==> src/rtl/vend_pkg.sv <==
// Shared types and constants for the parametrised vending datapath.
package vend_pkg;

  // Transaction states: credit empty, credit held, one-cycle vend, change drain.
  typedef enum logic [1:0] {
    IDLE     = 2'd0,
    COLLECT  = 2'd1,
    DISPENSE = 2'd2,
    CHANGE   = 2'd3
  } state_t;

  // Error codes reported alongside the one-cycle error pulse.
  localparam logic [1:0] ERR_NONE    = 2'b00;
  localparam logic [1:0] ERR_INSUFF  = 2'b01;
  localparam logic [1:0] ERR_SOLDOUT = 2'b10;
  localparam logic [1:0] ERR_REJECT  = 2'b11;

  // Selector width; a single item still needs one select bit.
  function automatic int sel_width(input int n);
    return (n > 1) ? $clog2(n) : 1;
  endfunction

  // True when an item index addresses a real table entry.
  function automatic logic idx_ok(input int idx, input int n);
    return (idx < n);
  endfunction

endpackage

==> src/rtl/vend_datapath_n_if.sv <==
// Front-end / back-end signal bundle of the vending datapath.
interface vend_datapath_n_if
  import vend_pkg::*;
#(
  parameter int NUM_ITEMS = 4,
  parameter int PRICE_W   = 8,
  parameter int MONEY_W   = 3,
  parameter int STOCK_W   = 4
) ();
  localparam int SEL_W = sel_width(NUM_ITEMS);

  logic [MONEY_W-1:0]   money;
  logic                 money_valid;
  logic [SEL_W-1:0]     sel;
  logic                 buy;
  logic                 cancel;
  logic                 prog_en;
  logic [SEL_W-1:0]     prog_idx;
  logic [PRICE_W-1:0]   prog_price;
  logic [STOCK_W-1:0]   prog_stock;
  logic                 chg_ready;
  logic                 dispense;
  logic [SEL_W-1:0]     dispense_idx;
  logic                 error;
  logic [1:0]           err_code;
  logic [PRICE_W-1:0]   balance;
  logic                 chg_valid;
  logic [MONEY_W-1:0]   chg_amt;
  logic                 busy;
  logic [NUM_ITEMS-1:0] sold_out;

  modport master (
    output money, money_valid, sel, buy, cancel, prog_en, prog_idx, prog_price,
           prog_stock, chg_ready,
    input  dispense, dispense_idx, error, err_code, balance, chg_valid, chg_amt,
           busy, sold_out
  );

  modport slave (
    input  money, money_valid, sel, buy, cancel, prog_en, prog_idx, prog_price,
           prog_stock, chg_ready,
    output dispense, dispense_idx, error, err_code, balance, chg_valid, chg_amt,
           busy, sold_out
  );
endinterface

==> src/rtl/vend_item_table.sv <==
// Per-item price/stock register file with program and decrement ports.
module vend_item_table
  import vend_pkg::*;
#(
  parameter int NUM_ITEMS = 4,
  parameter int SEL_W     = 2,
  parameter int PRICE_W   = 8,
  parameter int STOCK_W   = 4
) (
  input  logic                 clk,
  input  logic                 rst_n,
  input  logic                 wr_en_i,
  input  logic [SEL_W-1:0]     wr_idx_i,
  input  logic [PRICE_W-1:0]   wr_price_i,
  input  logic [STOCK_W-1:0]   wr_stock_i,
  input  logic                 dec_en_i,
  input  logic [SEL_W-1:0]     dec_idx_i,
  input  logic [SEL_W-1:0]     rd_idx_i,
  output logic [PRICE_W-1:0]   rd_price_o,
  output logic [STOCK_W-1:0]   rd_stock_o,
  output logic                 rd_hit_o,
  output logic [NUM_ITEMS-1:0] sold_out_o
);
  logic [PRICE_W-1:0]   price_q [NUM_ITEMS];
  logic [PRICE_W-1:0]   price_d [NUM_ITEMS];
  logic [STOCK_W-1:0]   stock_q [NUM_ITEMS];
  logic [STOCK_W-1:0]   stock_d [NUM_ITEMS];
  logic [NUM_ITEMS-1:0] sold_out_q;
  logic [NUM_ITEMS-1:0] sold_out_d;

  // Next table contents: a program write replaces an entry, a vend decrements
  // its stock; out-of-range indices match no entry and are dropped.
  always_comb begin
    for (int i = 0; i < NUM_ITEMS; i++) begin
      price_d[i] = price_q[i];
      stock_d[i] = stock_q[i];
      if (wr_en_i && (wr_idx_i == SEL_W'(i))) begin
        price_d[i] = wr_price_i;
        stock_d[i] = wr_stock_i;
      end else if (dec_en_i && (dec_idx_i == SEL_W'(i)) && (stock_q[i] != {STOCK_W{1'b0}})) begin
        stock_d[i] = stock_q[i] - STOCK_W'(1);
      end else begin
        stock_d[i] = stock_q[i];
      end
      sold_out_d[i] = (stock_d[i] == {STOCK_W{1'b0}});
    end
  end

  // Table storage; reset empties every item so all read as sold out.
  always_ff @(posedge clk or negedge rst_n) begin
    if (!rst_n) begin
      for (int i = 0; i < NUM_ITEMS; i++) begin
        price_q[i] <= {PRICE_W{1'b0}};
        stock_q[i] <= {STOCK_W{1'b0}};
      end
      sold_out_q <= {NUM_ITEMS{1'b1}};
    end else begin
      price_q    <= price_d;
      stock_q    <= stock_d;
      sold_out_q <= sold_out_d;
    end
  end

  // Combinational lookup of the selected item; a missing index reads as empty.
  always_comb begin
    rd_hit_o = idx_ok(int'(rd_idx_i), NUM_ITEMS);
    if (rd_hit_o) begin
      rd_price_o = price_q[rd_idx_i];
      rd_stock_o = stock_q[rd_idx_i];
    end else begin
      rd_price_o = {PRICE_W{1'b0}};
      rd_stock_o = {STOCK_W{1'b0}};
    end
  end

  assign sold_out_o = sold_out_q;

endmodule

==> src/rtl/vend_datapath_n.sv <==
// N-item vending datapath: credit, vend, error pulses and beat-wise change.
module vend_datapath_n
  import vend_pkg::*;
#(
  parameter int NUM_ITEMS = 4,
  parameter int PRICE_W   = 8,
  parameter int MONEY_W   = 3,
  parameter int STOCK_W   = 4,
  parameter int MAX_COIN  = 5
) (
  input logic             clk,
  input logic             reset,
  vend_datapath_n_if.slave bus
);
  localparam int SEL_W = sel_width(NUM_ITEMS);
  localparam logic [PRICE_W-1:0] MAX_COIN_P = PRICE_W'(MAX_COIN);
  localparam logic [MONEY_W-1:0] MAX_COIN_M = MONEY_W'(MAX_COIN);

  state_t               state_q, state_d;
  logic [PRICE_W-1:0]   balance_q, balance_d;
  logic                 dispense_q, dispense_d;
  logic [SEL_W-1:0]     dispense_idx_q, dispense_idx_d;
  logic                 error_q, error_d;
  logic [1:0]           err_code_q, err_code_d;
  logic                 chg_valid_q, chg_valid_d;
  logic [MONEY_W-1:0]   chg_amt_q, chg_amt_d;
  logic                 busy_q, busy_d;

  logic                 wr_en_s;
  logic                 dec_en_s;
  logic [PRICE_W-1:0]   rd_price_s;
  logic [STOCK_W-1:0]   rd_stock_s;
  logic                 rd_hit_s;
  logic [NUM_ITEMS-1:0] sold_out_s;
  logic [PRICE_W:0]     sum_s;
  logic [PRICE_W-1:0]   remain_s;

  // Largest coin the hopper may pay out of a given credit.
  function automatic logic [MONEY_W-1:0] coin_for(input logic [PRICE_W-1:0] bal);
    if (bal > MAX_COIN_P) begin
      return MAX_COIN_M;
    end else begin
      return bal[MONEY_W-1:0];
    end
  endfunction

  vend_item_table #(
    .NUM_ITEMS (NUM_ITEMS),
    .SEL_W     (SEL_W),
    .PRICE_W   (PRICE_W),
    .STOCK_W   (STOCK_W)
  ) u_items (
    .clk        (clk),
    .rst_n      (reset),
    .wr_en_i    (wr_en_s),
    .wr_idx_i   (bus.prog_idx),
    .wr_price_i (bus.prog_price),
    .wr_stock_i (bus.prog_stock),
    .dec_en_i   (dec_en_s),
    .dec_idx_i  (bus.sel),
    .rd_idx_i   (bus.sel),
    .rd_price_o (rd_price_s),
    .rd_stock_o (rd_stock_s),
    .rd_hit_o   (rd_hit_s),
    .sold_out_o (sold_out_s)
  );

  // One extra bit catches credit overflow; remain_s is credit after a paid beat.
  assign sum_s    = {1'b0, balance_q} + (PRICE_W+1)'(bus.money);
  assign remain_s = balance_q - PRICE_W'(chg_amt_q);

  // Next-state and output decode; pulses default low, change offer holds.
  always_comb begin
    state_d        = state_q;
    balance_d      = balance_q;
    dispense_d     = 1'b0;
    dispense_idx_d = {SEL_W{1'b0}};
    error_d        = 1'b0;
    err_code_d     = ERR_NONE;
    chg_valid_d    = chg_valid_q;
    chg_amt_d      = chg_amt_q;
    wr_en_s        = 1'b0;
    dec_en_s       = 1'b0;
    case (state_q)
      IDLE, COLLECT: begin
        if (bus.cancel) begin
          if (state_q == COLLECT) begin
            state_d     = CHANGE;
            chg_valid_d = 1'b1;
            chg_amt_d   = coin_for(balance_q);
          end else begin
            state_d = IDLE;
          end
        end else if (bus.buy) begin
          if (!rd_hit_s || (rd_stock_s == {STOCK_W{1'b0}})) begin
            error_d    = 1'b1;
            err_code_d = ERR_SOLDOUT;
          end else if (balance_q < rd_price_s) begin
            error_d    = 1'b1;
            err_code_d = ERR_INSUFF;
          end else begin
            balance_d      = balance_q - rd_price_s;
            dec_en_s       = 1'b1;
            dispense_d     = 1'b1;
            dispense_idx_d = bus.sel;
            state_d        = DISPENSE;
          end
        end else if (bus.money_valid) begin
          if (sum_s[PRICE_W]) begin
            error_d    = 1'b1;
            err_code_d = ERR_REJECT;
          end else begin
            balance_d = sum_s[PRICE_W-1:0];
            state_d   = (sum_s != {(PRICE_W+1){1'b0}}) ? COLLECT : state_q;
          end
        end else if (bus.prog_en && (state_q == IDLE)) begin
          wr_en_s = 1'b1;
        end else begin
          wr_en_s = 1'b0;
        end
      end
      DISPENSE: begin
        error_d    = bus.money_valid;
        err_code_d = bus.money_valid ? ERR_REJECT : ERR_NONE;
        if (balance_q != {PRICE_W{1'b0}}) begin
          state_d     = CHANGE;
          chg_valid_d = 1'b1;
          chg_amt_d   = coin_for(balance_q);
        end else begin
          state_d = IDLE;
        end
      end
      CHANGE: begin
        error_d    = bus.money_valid;
        err_code_d = bus.money_valid ? ERR_REJECT : ERR_NONE;
        if (!chg_valid_q) begin
          // Defensive: an unoffered CHANGE either re-offers or gives up.
          if (balance_q == {PRICE_W{1'b0}}) begin
            state_d = IDLE;
          end else begin
            chg_valid_d = 1'b1;
            chg_amt_d   = coin_for(balance_q);
          end
        end else if (bus.chg_ready) begin
          balance_d = remain_s;
          if (remain_s == {PRICE_W{1'b0}}) begin
            chg_valid_d = 1'b0;
            chg_amt_d   = {MONEY_W{1'b0}};
            state_d     = IDLE;
          end else begin
            chg_amt_d = coin_for(remain_s);
          end
        end else begin
          chg_amt_d = chg_amt_q;
        end
      end
      default: begin
        state_d     = IDLE;
        chg_valid_d = 1'b0;
        chg_amt_d   = {MONEY_W{1'b0}};
      end
    endcase
    busy_d = (state_d == DISPENSE) || (state_d == CHANGE);
  end

  // State and output registers; reset abandons any transaction in flight.
  always_ff @(posedge clk or negedge reset) begin
    if (!reset) begin
      state_q        <= IDLE;
      balance_q      <= {PRICE_W{1'b0}};
      dispense_q     <= 1'b0;
      dispense_idx_q <= {SEL_W{1'b0}};
      error_q        <= 1'b0;
      err_code_q     <= ERR_NONE;
      chg_valid_q    <= 1'b0;
      chg_amt_q      <= {MONEY_W{1'b0}};
      busy_q         <= 1'b0;
    end else begin
      state_q        <= state_d;
      balance_q      <= balance_d;
      dispense_q     <= dispense_d;
      dispense_idx_q <= dispense_idx_d;
      error_q        <= error_d;
      err_code_q     <= err_code_d;
      chg_valid_q    <= chg_valid_d;
      chg_amt_q      <= chg_amt_d;
      busy_q         <= busy_d;
    end
  end

  assign bus.dispense     = dispense_q;
  assign bus.dispense_idx = dispense_idx_q;
  assign bus.error        = error_q;
  assign bus.err_code     = err_code_q;
  assign bus.balance      = balance_q;
  assign bus.chg_valid    = chg_valid_q;
  assign bus.chg_amt      = chg_amt_q;
  assign bus.busy         = busy_q;
  assign bus.sold_out     = sold_out_s;

endmodule

==> src/flat_wrapper.sv <==
// flat-port wrapper written by rule: the top's interface ports become plain ports
module vend_datapath_n_flat import vend_pkg::*;
#(
  parameter int NUM_ITEMS = 4,
  parameter int PRICE_W   = 8,
  parameter int MONEY_W   = 3,
  parameter int STOCK_W   = 4,
  parameter int MAX_COIN  = 5
)
  (clk, reset, bus_money, bus_money_valid, bus_sel, bus_buy, bus_cancel, bus_prog_en, bus_prog_idx, bus_prog_price, bus_prog_stock, bus_chg_ready, bus_dispense, bus_dispense_idx, bus_error, bus_err_code, bus_balance, bus_chg_valid, bus_chg_amt, bus_busy, bus_sold_out);
  vend_datapath_n_if #(.NUM_ITEMS(NUM_ITEMS), .PRICE_W(PRICE_W), .MONEY_W(MONEY_W), .STOCK_W(STOCK_W)) bus_i ();
  input logic clk;
  input logic reset;
  input wire logic [$bits(bus_i.money)-1:0] bus_money;
  input wire logic [$bits(bus_i.money_valid)-1:0] bus_money_valid;
  input wire logic [$bits(bus_i.sel)-1:0] bus_sel;
  input wire logic [$bits(bus_i.buy)-1:0] bus_buy;
  input wire logic [$bits(bus_i.cancel)-1:0] bus_cancel;
  input wire logic [$bits(bus_i.prog_en)-1:0] bus_prog_en;
  input wire logic [$bits(bus_i.prog_idx)-1:0] bus_prog_idx;
  input wire logic [$bits(bus_i.prog_price)-1:0] bus_prog_price;
  input wire logic [$bits(bus_i.prog_stock)-1:0] bus_prog_stock;
  input wire logic [$bits(bus_i.chg_ready)-1:0] bus_chg_ready;
  output wire logic [$bits(bus_i.dispense)-1:0] bus_dispense;
  output wire logic [$bits(bus_i.dispense_idx)-1:0] bus_dispense_idx;
  output wire logic [$bits(bus_i.error)-1:0] bus_error;
  output wire logic [$bits(bus_i.err_code)-1:0] bus_err_code;
  output wire logic [$bits(bus_i.balance)-1:0] bus_balance;
  output wire logic [$bits(bus_i.chg_valid)-1:0] bus_chg_valid;
  output wire logic [$bits(bus_i.chg_amt)-1:0] bus_chg_amt;
  output wire logic [$bits(bus_i.busy)-1:0] bus_busy;
  output wire logic [$bits(bus_i.sold_out)-1:0] bus_sold_out;
  assign bus_i.money = bus_money;
  assign bus_i.money_valid = bus_money_valid;
  assign bus_i.sel = bus_sel;
  assign bus_i.buy = bus_buy;
  assign bus_i.cancel = bus_cancel;
  assign bus_i.prog_en = bus_prog_en;
  assign bus_i.prog_idx = bus_prog_idx;
  assign bus_i.prog_price = bus_prog_price;
  assign bus_i.prog_stock = bus_prog_stock;
  assign bus_i.chg_ready = bus_chg_ready;
  assign bus_dispense = bus_i.dispense;
  assign bus_dispense_idx = bus_i.dispense_idx;
  assign bus_error = bus_i.error;
  assign bus_err_code = bus_i.err_code;
  assign bus_balance = bus_i.balance;
  assign bus_chg_valid = bus_i.chg_valid;
  assign bus_chg_amt = bus_i.chg_amt;
  assign bus_busy = bus_i.busy;
  assign bus_sold_out = bus_i.sold_out;
  vend_datapath_n #(.NUM_ITEMS(NUM_ITEMS), .PRICE_W(PRICE_W), .MONEY_W(MONEY_W), .STOCK_W(STOCK_W), .MAX_COIN(MAX_COIN)) u_core (.clk(clk), .reset(reset), .bus(bus_i));
endmodule
==> config.mk <==
export PLATFORM = sky130hd
export DESIGN_NAME = vend_datapath_n_flat
export DESIGN_NICKNAME = d
export VERILOG_FILES = /design/src/rtl/vend_pkg.sv /design/src/rtl/vend_datapath_n_if.sv /design/src/rtl/vend_item_table.sv /design/src/rtl/vend_datapath_n.sv /design/src/flat_wrapper.sv
export SDC_FILE = /design/constraint.sdc
export NUM_CORES = 1
export LEC_CHECK = 0
export ABC_AREA = 1
export BUFFER_PORTS_ARGS = -buffer_cell sky130_fd_sc_hd__buf_2
export CAP_MARGIN = 20
export CORE_MARGIN = 3
export CORE_UTILIZATION = 59
export DETAILED_ROUTE_END_ITERATION = 16
export PLACE_DENSITY = 0.91
export SLEW_MARGIN = 0
export SYNTH_ARGS = -nofsm -noshare
export SYNTH_HDL_FRONTEND = slang
export SYNTH_SLANG_ARGS = --single-unit
==> constraint.sdc <==
create_clock -name clk -period 3.1 [get_ports clk]
set_clock_uncertainty 0.05 [all_clocks]
set_input_delay 0.31 -clock clk [delete_from_list [all_inputs] [get_ports clk]]
set_output_delay 0.31 -clock clk [all_outputs]
set_load 0.02 [all_outputs]
==> metrics <==
Hold WC Path Type=in2reg; PortBufs=48; Layout Nets=732; total routed wirelength=11470 um; Switching Fraction=43.00%; Synth Register Bits=73; gate count of the mapped netlist=625; largest net degree at the start of global routing=31; leading cell type in the layout, fill and taps excluded=sky130_fd_sc_hd__nand2_1; Avg Synthesized Cell Area=7.403 um2; number of vias per cell after detailed routing=5.669; multiplexer share of the synthesized area=0%; Die Ht=94.56 um; FP Rows=31; Final min period=2.865 ns; switching power summed over all nets=1.489 mW; internal power=1.974 mW; Post-Syn Nets=between 600 and 700; IR drop worst, VDD=around 0.44 mV; run status=complete, no violations; final-report hold violation count=0; required time of the critical path=3.35 ns; share of power burned in combinational logic=43.9%; portion of the post-synthesis area used by sequential elements=39.59%; Warnings, synthesis=0; complex-gate fraction of the synthesized area=13.47%; starting utilization of the core area=roughly 62%; horizontal extent of the die=around 95 um; Setup WS post-layout=0.2347 ns; slack of the worst reg-to-reg path=0.23 ns; WHS=between 0.1 and 0.15 ns; detailed-router iteration count before antenna repair=7; measured slew at the worst slew-check pin=0.6015 ns; share of post-route cells with drive strength above 1=15.51%; met2 layer usage reported by global route=43.74%; area growth from synthesis to layout=13.76%; data arrival time of the critical path=3.12 ns; setup violation total in the final timing report=0; count of cell types in the netlist=41; number of violations of the max-capacitance limit=0; commonest cells after routing, fill and taps aside=sky130_fd_sc_hd__nand2_1, sky130_fd_sc_hd__inv_1, sky130_fd_sc_hd__dfrtp_1; proportion of power drawn by the clock network=21.9%; buffer depth of the longest clock path=2; portion of the clock cycle consumed by the worst path in the final layout=92.43%; GR Overflow Total=0; main combinational cell family by area after synthesis=simple AND/OR/NAND/NOR gates; critical path class=reg2reg; FMAX=around 350 MHz; PD cells=about 660 mW/mm2; core footprint=0.007447 mm2; Most Used Layer, Global Route=met2; proportion of power drawn by flip-flops and latches=roughly a third; xor and xnor area share after synthesis=3.218%; global-route usage over all layers=around 27%; Sink Count=73; number of levels the H-tree was split into=3; number of inserted diodes=0; CTS tree=done; routability cong.=0.9587; number of CTS-inserted buffers=9; Initial DRC Count=roughly 460; antenna violations before repair=0; largest fanout on the critical path=4; global-route wire length before repair=approximately 19000 um; pre-CTS setup slack=-0.1114 ns; count of unresolved DRC violations after routing=0; Worst-Skew Late Latency=0.36 ns; Worst setup SP type=flip-flop; total die area=0.008941 mm2; post-synthesis share of cell area spent on and, or, nand and nor gates=between 20% and 30%; type of destination of the critical path=flip-flop; number of global-route vias before repair=4234; share of synthesized cell area in full adder, half adder and majority cells=6.165%; Antenna Nets Post-Route=0; standby leakage power=around 2.8 nW; cell area after technology mapping=0.004627 mm2; clock slew at the register clock pins of the worst setup and hold paths=0.08 ns; Rel. slew slack=59.85%; met1 track utilization from global routing=36.00%; half-perimeter wire length after detailed placement=8594 um; wire length per cell=between 10 and 15 um; number of max-slew violations in the final report=0; unrepaired setup endpoints after global routing=false; number of top-level design ports=roughly 50; number of vias after detailed routing=4473; cell at the root of the clock tree=sky130_fd_sc_hd__clkbuf_8; grt met3 use=6.135%
synthesized netlist by cell type (all sizes together):
cell,count,area share (%)
fa,3,1.3
o22ai,2,0.27
dfstp,4,2.3
nor4,2,0.27
a31oi,2,0.27
a221oi,6,1.1
a21oi,21,2.3
o31ai,3,0.49
inv,97,7.9
xnor2,2,0.38
o21a,1,0.16
nand4,8,1.7
a22oi,4,0.65
xor2,15,2.8
nor2,43,4.0
or2,3,0.41
nand2,184,15
o21ai,59,6.4
buf,4,0.62
nor3b,1,0.16
dfrtp,69,37
a22o,4,0.76
clkbuf,10,0.84
ha,18,4.9
nand3,44,5.0
a21o,1,0.16
clkinv,2,0.16
o211ai,5,0.92
nor3,8,1.1
final timing paths:
kind / startpoint / to / cells past startpoint
setup / recovery: u_core.u_items.price_q[0] / u_core.u_items.sold_out_o[2] / 18
hold reg to reg: u_core.u_items.price_q[5] / u_core.u_items.price_q[5] / 2
setup reg to reg: u_core.u_items.price_q[0] / u_core.u_items.sold_out_o[2] / 18
max in group asynchronous: reset / u_core.u_items.sold_out_o[1] / 3
hold / removal: bus_prog_price[6] / u_core.u_items.price_q[30] / 3
min in group asynchronous: reset / u_core.u_items.price_q[26] / 2
power groups by stage:
| stage | clock, mW | sequential, mW | combinational (mW) |
|---|---|---|---|
| after floorplan | 0 | 1.25 | 1.03 |
| after global placement | 0 | 1.20 | 1.41 |
| after detailed placement | 0 | 1.20 | 1.47 |
| after CTS | 0.762 | 1.18 | 1.48 |
| after global routing | 0.806 | 1.20 | 1.71 |
| final | 0.757 | 1.19 | 1.52 |
per-layer routing:
layer / share of wire, % / vias up
met5: 0 / -
met4: 2.5 / 0
met3: 8.5 / 41
met2: 47 / 223
met1: 42 / 2075
li1: - / 2134
metrics by stage:
step	power [mW]	instances	TNS, ns	instance area [um2]	util (%)
finish	3.463	789	0	5264	70.68
global route	3.715	789	0	5264	70.68
CTS	3.430	786	0	5211	69.98
detailed placement	2.675	769	-0.7333	5006	67.22
global placement	2.612	769	0	5006	67.22
floorplan	2.273	625	0	4627	-
layout make-up:
type | instances | area (um2)
Clock buffer | 10 | 127.6
Inverter | 99 | 371.6
Sequential cell | 73 | 1832
Timing Repair Buffer | 63 | 365.4
Multi-Input combinational cell | 439 | 2376
Clock inverter | 6 | 67.56
Fill cell | 589 | 2183
Tap cell | 99 | 123.9
timing repair:
item,CTS,global route
gates resized for setup,0,6
hold buffers,1,0
buffers inserted,0,3
endpoints found under the hold margin,20,0
setup endpoints to repair,0,5
worst max-delay path, stage by stage, from the launching register on:
cell and delay (ns):
sky130_fd_sc_hd__dfrtp_1 0.41, sky130_fd_sc_hd__a22oi_1 0.21, sky130_fd_sc_hd__nand2_1 0.10, sky130_fd_sc_hd__ha_1 0.23, sky130_fd_sc_hd__fa_1 0.41, sky130_fd_sc_hd__inv_1 0.07, sky130_fd_sc_hd__nand3_1 0.11, sky130_fd_sc_hd__nand2_2 0.11
sky130_fd_sc_hd__nand2_1 0.09, sky130_fd_sc_hd__nand2_4 0.11, sky130_fd_sc_hd__nand3_4 0.12, sky130_fd_sc_hd__nor2_8 0.16, sky130_fd_sc_hd__clkbuf_2 0.17, sky130_fd_sc_hd__nand2_2 0.08, sky130_fd_sc_hd__nand2_1 0.07, sky130_fd_sc_hd__nand3_1 0.07
sky130_fd_sc_hd__nand2_1 0.10, sky130_fd_sc_hd__nand2_1 0.05, sky130_fd_sc_hd__nor2_1 0.10
flip-flops by register name, indices dropped and copies added, names as in the netlist:
signal                     flops
u_core.u_items.price_q        32
u_core.u_items.stock_q        16
u_core.bus.balance             8
u_core.u_items.sold_out_o      4
u_core.bus.chg_amt             3
u_core.bus.dispense_idx        2
u_core.bus.err_code            2
u_core.state_q                 2
u_core.bus.busy                1
u_core.bus.chg_valid           1
u_core.bus.dispense            1
u_core.bus.error               1
cell families (layout without fill, tap and decap cells):
family / after synthesis / in the layout
compound gates: 108 / 108
flops: 73 / 73
fa+ha+maj: 21 / 21
buf+inv: 113 / 178
xor+xnor: 17 / 17
simple gates: 293 / 293
Power figures use the tool's default switching activity.
